===== src/rtl/se_arbiter.sv =====
// se_arbiter
// Round-robin arbiter and sequencer that shares a single SE execution unit
// between two requesters. One operation is in flight at a time: it is
// accepted from a requester, issued to the SE unit, the SE result is
// captured, and the result is returned only to the requester that issued it.
//
// Optional feature macro: SE_ARB_LATENCY_CHECK_EN
//   Defined   : measures SE latency of every operation and raises a sticky
//               flag when a latency differs from the first one after reset.
//   Undefined : io_lat_cycles / io_lat_mismatch are tied to zero.
//
// Ports
//   clock, reset            rising-edge clock, synchronous active-high reset
//   io_reqN_*               operation from requester N (inst/op1/op2/cond,
//                           valid in, ready out), N = 0,1
//   io_respN_*              result to requester N (result/valid out, ready in)
//   io_se_*                 operation to the SE unit and its result back
//   io_lat_cycles           latency of the last completed operation
//   io_lat_mismatch         sticky latency-variation flag
module se_arbiter #(
   parameter int LAT_W = 16
) (
   input  logic             clock,
   input  logic             reset,
   input  logic [7:0]       io_req0_inst,
   input  logic [127:0]     io_req0_op1,
   input  logic [127:0]     io_req0_op2,
   input  logic [127:0]     io_req0_cond,
   input  logic             io_req0_valid,
   output logic             io_req0_ready,
   input  logic [7:0]       io_req1_inst,
   input  logic [127:0]     io_req1_op1,
   input  logic [127:0]     io_req1_op2,
   input  logic [127:0]     io_req1_cond,
   input  logic             io_req1_valid,
   output logic             io_req1_ready,
   output logic [127:0]     io_resp0_result,
   output logic             io_resp0_valid,
   input  logic             io_resp0_ready,
   output logic [127:0]     io_resp1_result,
   output logic             io_resp1_valid,
   input  logic             io_resp1_ready,
   output logic [7:0]       io_se_inst,
   output logic [127:0]     io_se_op1,
   output logic [127:0]     io_se_op2,
   output logic [127:0]     io_se_cond,
   output logic             io_se_in_valid,
   input  logic             io_se_in_ready,
   input  logic [127:0]     io_se_out_result,
   input  logic             io_se_out_valid,
   output logic             io_se_out_ready,
   output logic [LAT_W-1:0] io_lat_cycles,
   output logic             io_lat_mismatch
);

   typedef enum logic [1:0] {IDLE, ISSUE, WAIT, RESP} state_t;

   state_t       state;
   state_t       state_next;
   logic         prio;
   logic         owner;
   logic         grant;
   logic [7:0]   inst_q;
   logic [127:0] op1_q;
   logic [127:0] op2_q;
   logic [127:0] cond_q;
   logic [127:0] result_q;
   logic         req_fire;
   logic         issue_fire;
   logic         se_fire;
   logic         resp_fire;

   // Under contention the priority pointer decides; otherwise the lone
   // valid requester wins. With no request at all grant is 0, but the
   // ready terms below also require valid, so nothing is accepted.
   always_comb begin
      grant = io_req1_valid;
      if (io_req0_valid && io_req1_valid) begin
         grant = prio;
      end
   end

   assign io_req0_ready = (state == IDLE) && io_req0_valid && !grant;
   assign io_req1_ready = (state == IDLE) && io_req1_valid && grant;

   assign req_fire   = io_req0_ready || io_req1_ready;
   assign issue_fire = (state == ISSUE) && io_se_in_ready;
   assign se_fire    = (state == WAIT) && io_se_out_valid;
   assign resp_fire  = (state == RESP) && (owner ? io_resp1_ready : io_resp0_ready);

   // State register.
   always_ff @(posedge clock) begin
      if (reset) begin
         state <= IDLE;
      end else begin
         state <= state_next;
      end
   end

   // Next-state logic: one operation walks IDLE -> ISSUE -> WAIT -> RESP.
   always_comb begin
      state_next = state;
      case (state)
         IDLE:    if (req_fire)        state_next = ISSUE;
         ISSUE:   if (io_se_in_ready)  state_next = WAIT;
         WAIT:    if (io_se_out_valid) state_next = RESP;
         RESP:    if (resp_fire)       state_next = IDLE;
         default:                      state_next = IDLE;
      endcase
   end

   // Operation, owner and result capture. The pointer moves to the other
   // requester only once the result has been handed back, so a requester
   // that waited through a busy period is served next.
   always_ff @(posedge clock) begin
      if (reset) begin
         prio     <= 1'b0;
         owner    <= 1'b0;
         inst_q   <= '0;
         op1_q    <= '0;
         op2_q    <= '0;
         cond_q   <= '0;
         result_q <= '0;
      end else begin
         if (req_fire) begin
            owner  <= grant;
            inst_q <= grant ? io_req1_inst : io_req0_inst;
            op1_q  <= grant ? io_req1_op1  : io_req0_op1;
            op2_q  <= grant ? io_req1_op2  : io_req0_op2;
            cond_q <= grant ? io_req1_cond : io_req0_cond;
         end
         if (se_fire) begin
            result_q <= io_se_out_result;
         end
         if (resp_fire) begin
            prio <= ~owner;
         end
      end
   end

   assign io_se_inst      = inst_q;
   assign io_se_op1       = op1_q;
   assign io_se_op2       = op2_q;
   assign io_se_cond      = cond_q;
   assign io_se_in_valid  = (state == ISSUE);
   assign io_se_out_ready = (state == WAIT);
   assign io_resp0_result = result_q;
   assign io_resp1_result = result_q;
   assign io_resp0_valid  = (state == RESP) && !owner;
   assign io_resp1_valid  = (state == RESP) && owner;

`ifdef SE_ARB_LATENCY_CHECK_EN
   logic [LAT_W-1:0] lat_cnt;
   logic [LAT_W-1:0] lat_q;
   logic [LAT_W-1:0] lat_ref;
   logic [LAT_W-1:0] lat_now;
   logic             ref_valid;
   logic             mismatch_q;

   // Latency counts WAIT cycles including the acceptance cycle; the +1
   // saturates together with the counter.
   assign lat_now = (lat_cnt == '1) ? lat_cnt : lat_cnt + LAT_W'(1);

   // The first completed operation after reset becomes the reference;
   // any later difference latches the mismatch flag until reset.
   always_ff @(posedge clock) begin
      if (reset) begin
         lat_cnt    <= '0;
         lat_q      <= '0;
         lat_ref    <= '0;
         ref_valid  <= 1'b0;
         mismatch_q <= 1'b0;
      end else begin
         if (issue_fire) begin
            lat_cnt <= '0;
         end else if ((state == WAIT) && (lat_cnt != '1)) begin
            lat_cnt <= lat_cnt + LAT_W'(1);
         end
         if (se_fire) begin
            lat_q <= lat_now;
            if (!ref_valid) begin
               lat_ref   <= lat_now;
               ref_valid <= 1'b1;
            end else if (lat_now != lat_ref) begin
               mismatch_q <= 1'b1;
            end
         end
      end
   end

   assign io_lat_cycles   = lat_q;
   assign io_lat_mismatch = mismatch_q;
`else
   assign io_lat_cycles   = '0;
   assign io_lat_mismatch = 1'b0;
`endif

endmodule


===== config.mk =====
export PLATFORM = sky130hd
export DESIGN_NAME = se_arbiter
export DESIGN_NICKNAME = d
export VERILOG_FILES = /design/src/rtl/se_arbiter.sv
export SDC_FILE = /design/constraint.sdc
export NUM_CORES = 1
export LEC_CHECK = 0
export ABC_AREA = 1
export BUFFER_PORTS_ARGS = -buffer_cell sky130_fd_sc_hd__buf_2
export CAP_MARGIN = 25
export CORE_AREA = 2 2 617 619
export DETAILED_ROUTE_END_ITERATION = 8
export DIE_AREA = 0 0 619 621
export GPL_TIMING_DRIVEN = 0
export PLACE_DENSITY = 0.3
export SKIP_CTS_REPAIR_TIMING = 1
export SYNTH_ARGS = -nofsm -noshare
export SYNTH_HDL_FRONTEND = slang
export SYNTH_SLANG_ARGS = --single-unit
export TNS_END_PERCENT = 10

===== constraint.sdc =====
create_clock -name clock -period 3.4 [get_ports clock]
set_clock_uncertainty 0.05 [all_clocks]
set_input_delay 1.02 -clock clock [delete_from_list [all_inputs] [get_ports clock]]
set_output_delay 1.02 -clock clock [all_outputs]
set_load 0.05 [all_outputs]

# After elaboration in Yosys (flattened, before gate mapping)
# Index checks and enable logic that the tools add are counted.
# totals
register_bits	524
input_bits	920
out_inout_bits	671
word_cells	41
# op_classes
eq_ne	7
mux	11
bitwise_logic	1
reduce_logical	14
# ops
operator	count
$mux W128	3
$logic_and A1 B1 Y1	9
$mux W2	4
$mux W8	1
$pmux W2 S4	1
$ne A2 B2 Y1 const B	3
$eq A2 B2 Y1 const B	2
$reduce_and A4 Y1	1
$eq A2 B1 Y1 const B	1
$logic_not A1 Y1	2
$logic_not A2 Y1	1
$mux W1	2
$ne A2 B1 Y1 const B	1
$logic_or A1 B1 Y1	1
$not A1 Y1	1

# Longest topological paths before layout
# logic_depth
ltp_word	7
ltp_mapped	10
mapped_depth_nobuf	10

# Least setup slack after synthesis
# Ideal clock, no wire load.
# synth_timing
path_kind	input-to-output
from	input io_req0_valid
to	output io_req0_ready
arrival_ns	2.078
required_time_ns	2.330
path_slack_ns	0.252
path_stages	5
n_path_buf	1
cell_sequence	inv_2 -> nor2_2 -> nor2_4 -> clkbuf_1 -> nor2_1
# synth_between
elab_chain_cells	4
elab_cells_between_ends	5
classes_between	mux (1); reduce/logical (4)
# synth_lines
item	line_no	source
start: declaration	29	input logic io_req0_valid,
$logic_and A1 B1 Y1	78	if (io_req0_valid && io_req1_valid) begin
$mux W1	78	
$logic_not A1 Y1	83	assign io_req0_ready = (state == IDLE) && io_req0_valid && !grant;
$logic_and A1 B1 Y1 (*)	83	
end: declaration	30	output logic io_req0_ready,
# Mark *: on every way between the ends. The rest lies on a longest branch, timed or not.

# Worst setup path in the final report
# layout_timing
from	register prio
to	output io_req0_ready
# layout_between
elab_chain_cells	3
# layout_lines
item	line_no	source
start: declaration	60	logic prio;
start signal: assignment	136	prio <= ~owner;
$mux W1	78	
$logic_not A1 Y1	83	
$logic_and A1 B1 Y1	83	
# No other way between the ends.

==> results.md <==
* RSZ-0062 raised after global routing: true
* Placer Congestion at 0.900
* CP max stage delay at 0.35 ns
* Die area at 384000 sq um
* IO Port Bufs at 1573
* Initial antenna violation count at 86
* Synth Area in Simple Gates at 0.351
* Max-cap viol count at 0
* DRT Pass-1 Iters at 6
* Post-Synth XOR/XNOR Area at 0
* Worst-Margin Slew at 1.10 ns
* Site Rows at 226
* Layout cells sized above 1 at 0.374
* Yosys top cell area share at 0.436
* Critical path arrival at 2.17 ns
* Fillers at 44900
* Fin nets at 6328
* Post-synth design cell area at 24100 sq um
* Setup-failing EPs final at 0
* Startpoint types: flip-flop
* #FFs+latches synth at 524
* Pwr/cell area at 935 nW/um^2
* Crit path time final at 3.24 ns
* Maximum VDD drop at 0.368 mV
* # IOs at 1591
* Critical Path End Type: output port
* CTS tree: built
* Synthesis Warnings at 0
* Top area cells in the synthesized netlist: dfxtp_1 44%, nand2_1 19%, nor2_1 16%, o21ai_1 6.3%, buf_4 5.6%
* Antenna violation net count after detailed routing at 0
* Final hold vios at 0
* Synthesized-area fraction occupied by adder cells at 0.00260
* Synth area leader: dfxtp_1
* Htree depth at 3
* Pleak at 20.7 nW
* Setup_tns at 0 ns
* Crit-path max FO at 8
* Placed cell area at 38400 sq um
* Number of global-route vias before repair at 30200
* Post-Layout Cell Count at 10500
* Clk_lat worst skew at 0.78 ns
* Compound-cell area share of the yosys netlist at 0.110
* Tcrit/Tclk final at 0.953
* Clock sinks at 524
* Post-route DRC at 0
* Clk buf depth at 4
* Post-DR wirelength/cell at 25.5 um
* Mux cell area share after synthesis at 0
* Post-detailed-placement half-perimeter wirelength at 237000 um
* DP Cell Count at 10300
* GRT overflow at 0
* CP cell instances: nor2_2 > nor2_4 > clkbuf_2 > buf_8 > nor2_1 > buf_2
* Gate Count Post-Synth at 3716
* Clock Tree Root: clkbuf_16
* Slew HR at 0.264
* Critical path's slowest cell: dfxtp_1
* Synth cell types at 22
* Vias at 30600
* R2R Setup Slk at 0.30 ns
* Status: completed
* Final wirelength at 268000 um
* Layout area overhead at 71.4%
* Die Ht at 621 um
* Starting DRT DRC Count at 2054
* Multi-input logic area at 11200 sq um
* Die width at 619 um
* Setup CP Type: reg -> out
* Total global-route track usage at 0.134
* Register area share after synthesis at 0.436
* Worst Path Required at 2.33 ns
* Num CTS Buffers at 83
* Core Footprint at 378000 sq um
* Avg Inst Size Synth at 6.48 sq um
* Largest family of logic cells by synthesized area: simple AND/OR/NAND/NOR gates
* Reg clk slew, reported paths at 0.06 ns
* HP Class: in -> reg
* Register area at 10500 sq um
* Final Instance Area at 41200 sq um
* Peak Freq at 0.309 GHz
* First-pass GRT wire length at 333000 um
* Starting density of the core at 0.0637
* Final count of pins violating max slew at 0
* Largest net degree at the start of global routing at 12
* Via density at 2.91
## cells by family after synthesis
logic type               after synthesis
AND/OR/NAND/NOR                     2242
other                                  1
buffers and inverters                418
adder cells (fa/ha/maj)                5
flip-flops                           524
AO/OA/AOI/OAI                        526
## cell usage in the layout, fill, tap and decap left out, types with 3 or more instances in the layout
cell,instances
o21ai_1,302
bufinv_16,4
inv_1,12
buf_1,4
conb_1,17
buf_4,182
clkbuf_8,19
clkbuf_1,94
buf_2,1704
inv_6,5
a21oi_1,4
clkinv_2,9
inv_2,3
o21ai_0,219
clkinvlp_4,5
nand3_1,4
clkbuf_16,84
nor2_1,1045
dfxtp_1,524
ha_1,5
buf_6,3
diode_2,20
nand2_1,1189
clkinv_4,8
buf_8,10
## metal layers
metal	up-vias	global-route usage	share of wire
met5	-	0	0.00074
met4	28	0.0267	0.021
met3	246	0.0365	0.070
met2	1105	0.238	0.49
met1	14400	0.160	0.41
li1	14900	-	-
## cell usage after synthesis
cell type,n
nor2_4,1
o21ai_0,219
a21oi_1,4
nor2_1,1045
nand2_2,1
buf_1,3
ha_1,5
dfxtp_1,524
conb_1,1
nand2_1,1189
nor2_2,1
buf_6,3
o21ai_2,1
buf_4,179
inv_4,1
nand3_1,4
inv_2,3
clkbuf_1,86
inv_1,12
o21ai_1,302
buf_2,131
nand2_4,1
## power breakdown
| part | switching (mW) | total, mW | internal [mW] | leakage, nW |
|---|---|---|---|---|
| clock | 3.72 | 8.98 | 5.26 | 1.34 |
| sequential | 1.60 | 9.66 | 8.06 | 4.33 |
| combinational | 16.0 | 19.9 | 3.97 | 15.0 |
## registers in the layout, summed over array words and instances (netlist names)
| name | cells |
|---|---|
| io_se_cond | 128 |
| io_se_op1 | 128 |
| io_se_inst | 8 |
| io_resp0_result | 128 |
| owner | 1 |
| io_se_op2 | 128 |
| prio | 1 |
| state | 2 |
## worst paths after layout
check,from,endpoint,depth (start not counted)
worst min-delay path,io_se_out_result[81],io_resp0_result[81],3
worst max register to register,prio,io_se_op1[105],7
worst min register to register,io_se_cond[65],io_se_cond[65],2
worst max-delay path,prio,io_req0_ready,6
## area by class of cell
class	count	share of cell area
Antenna cell	20	0.00121
Buffer	402	0.0574
Clock buffer	113	0.0582
Clock inverter	32	0.00807
Inverter	16	0.00152
Multi-Input combinational cell	2790	0.272
Sequential cell	524	0.254
Tap cell	5016	0.152
Timing Repair Buffer	1586	0.195
## critical path, delay by kind of cell, from the launching register on
kind,cells,cell delay [ns]
flops,1,0.35
buf+inv,3,0.70
simple gates,3,0.31
## stage by stage
step	power, mW	utilization	hold WS (ns)	worst slack (ns)
floorplan	21.4	-	0.428	0.252
global placement	30.4	0.101	0.430	-1.18
detailed placement	30.3	0.102	0.429	-1.11
CTS	39.7	0.109	0.305	-0.492
global route	40.7	0.109	0.366	-0.0990
finish	38.6	0.109	0.412	0.160
Power figures use the tool's default switching activity.
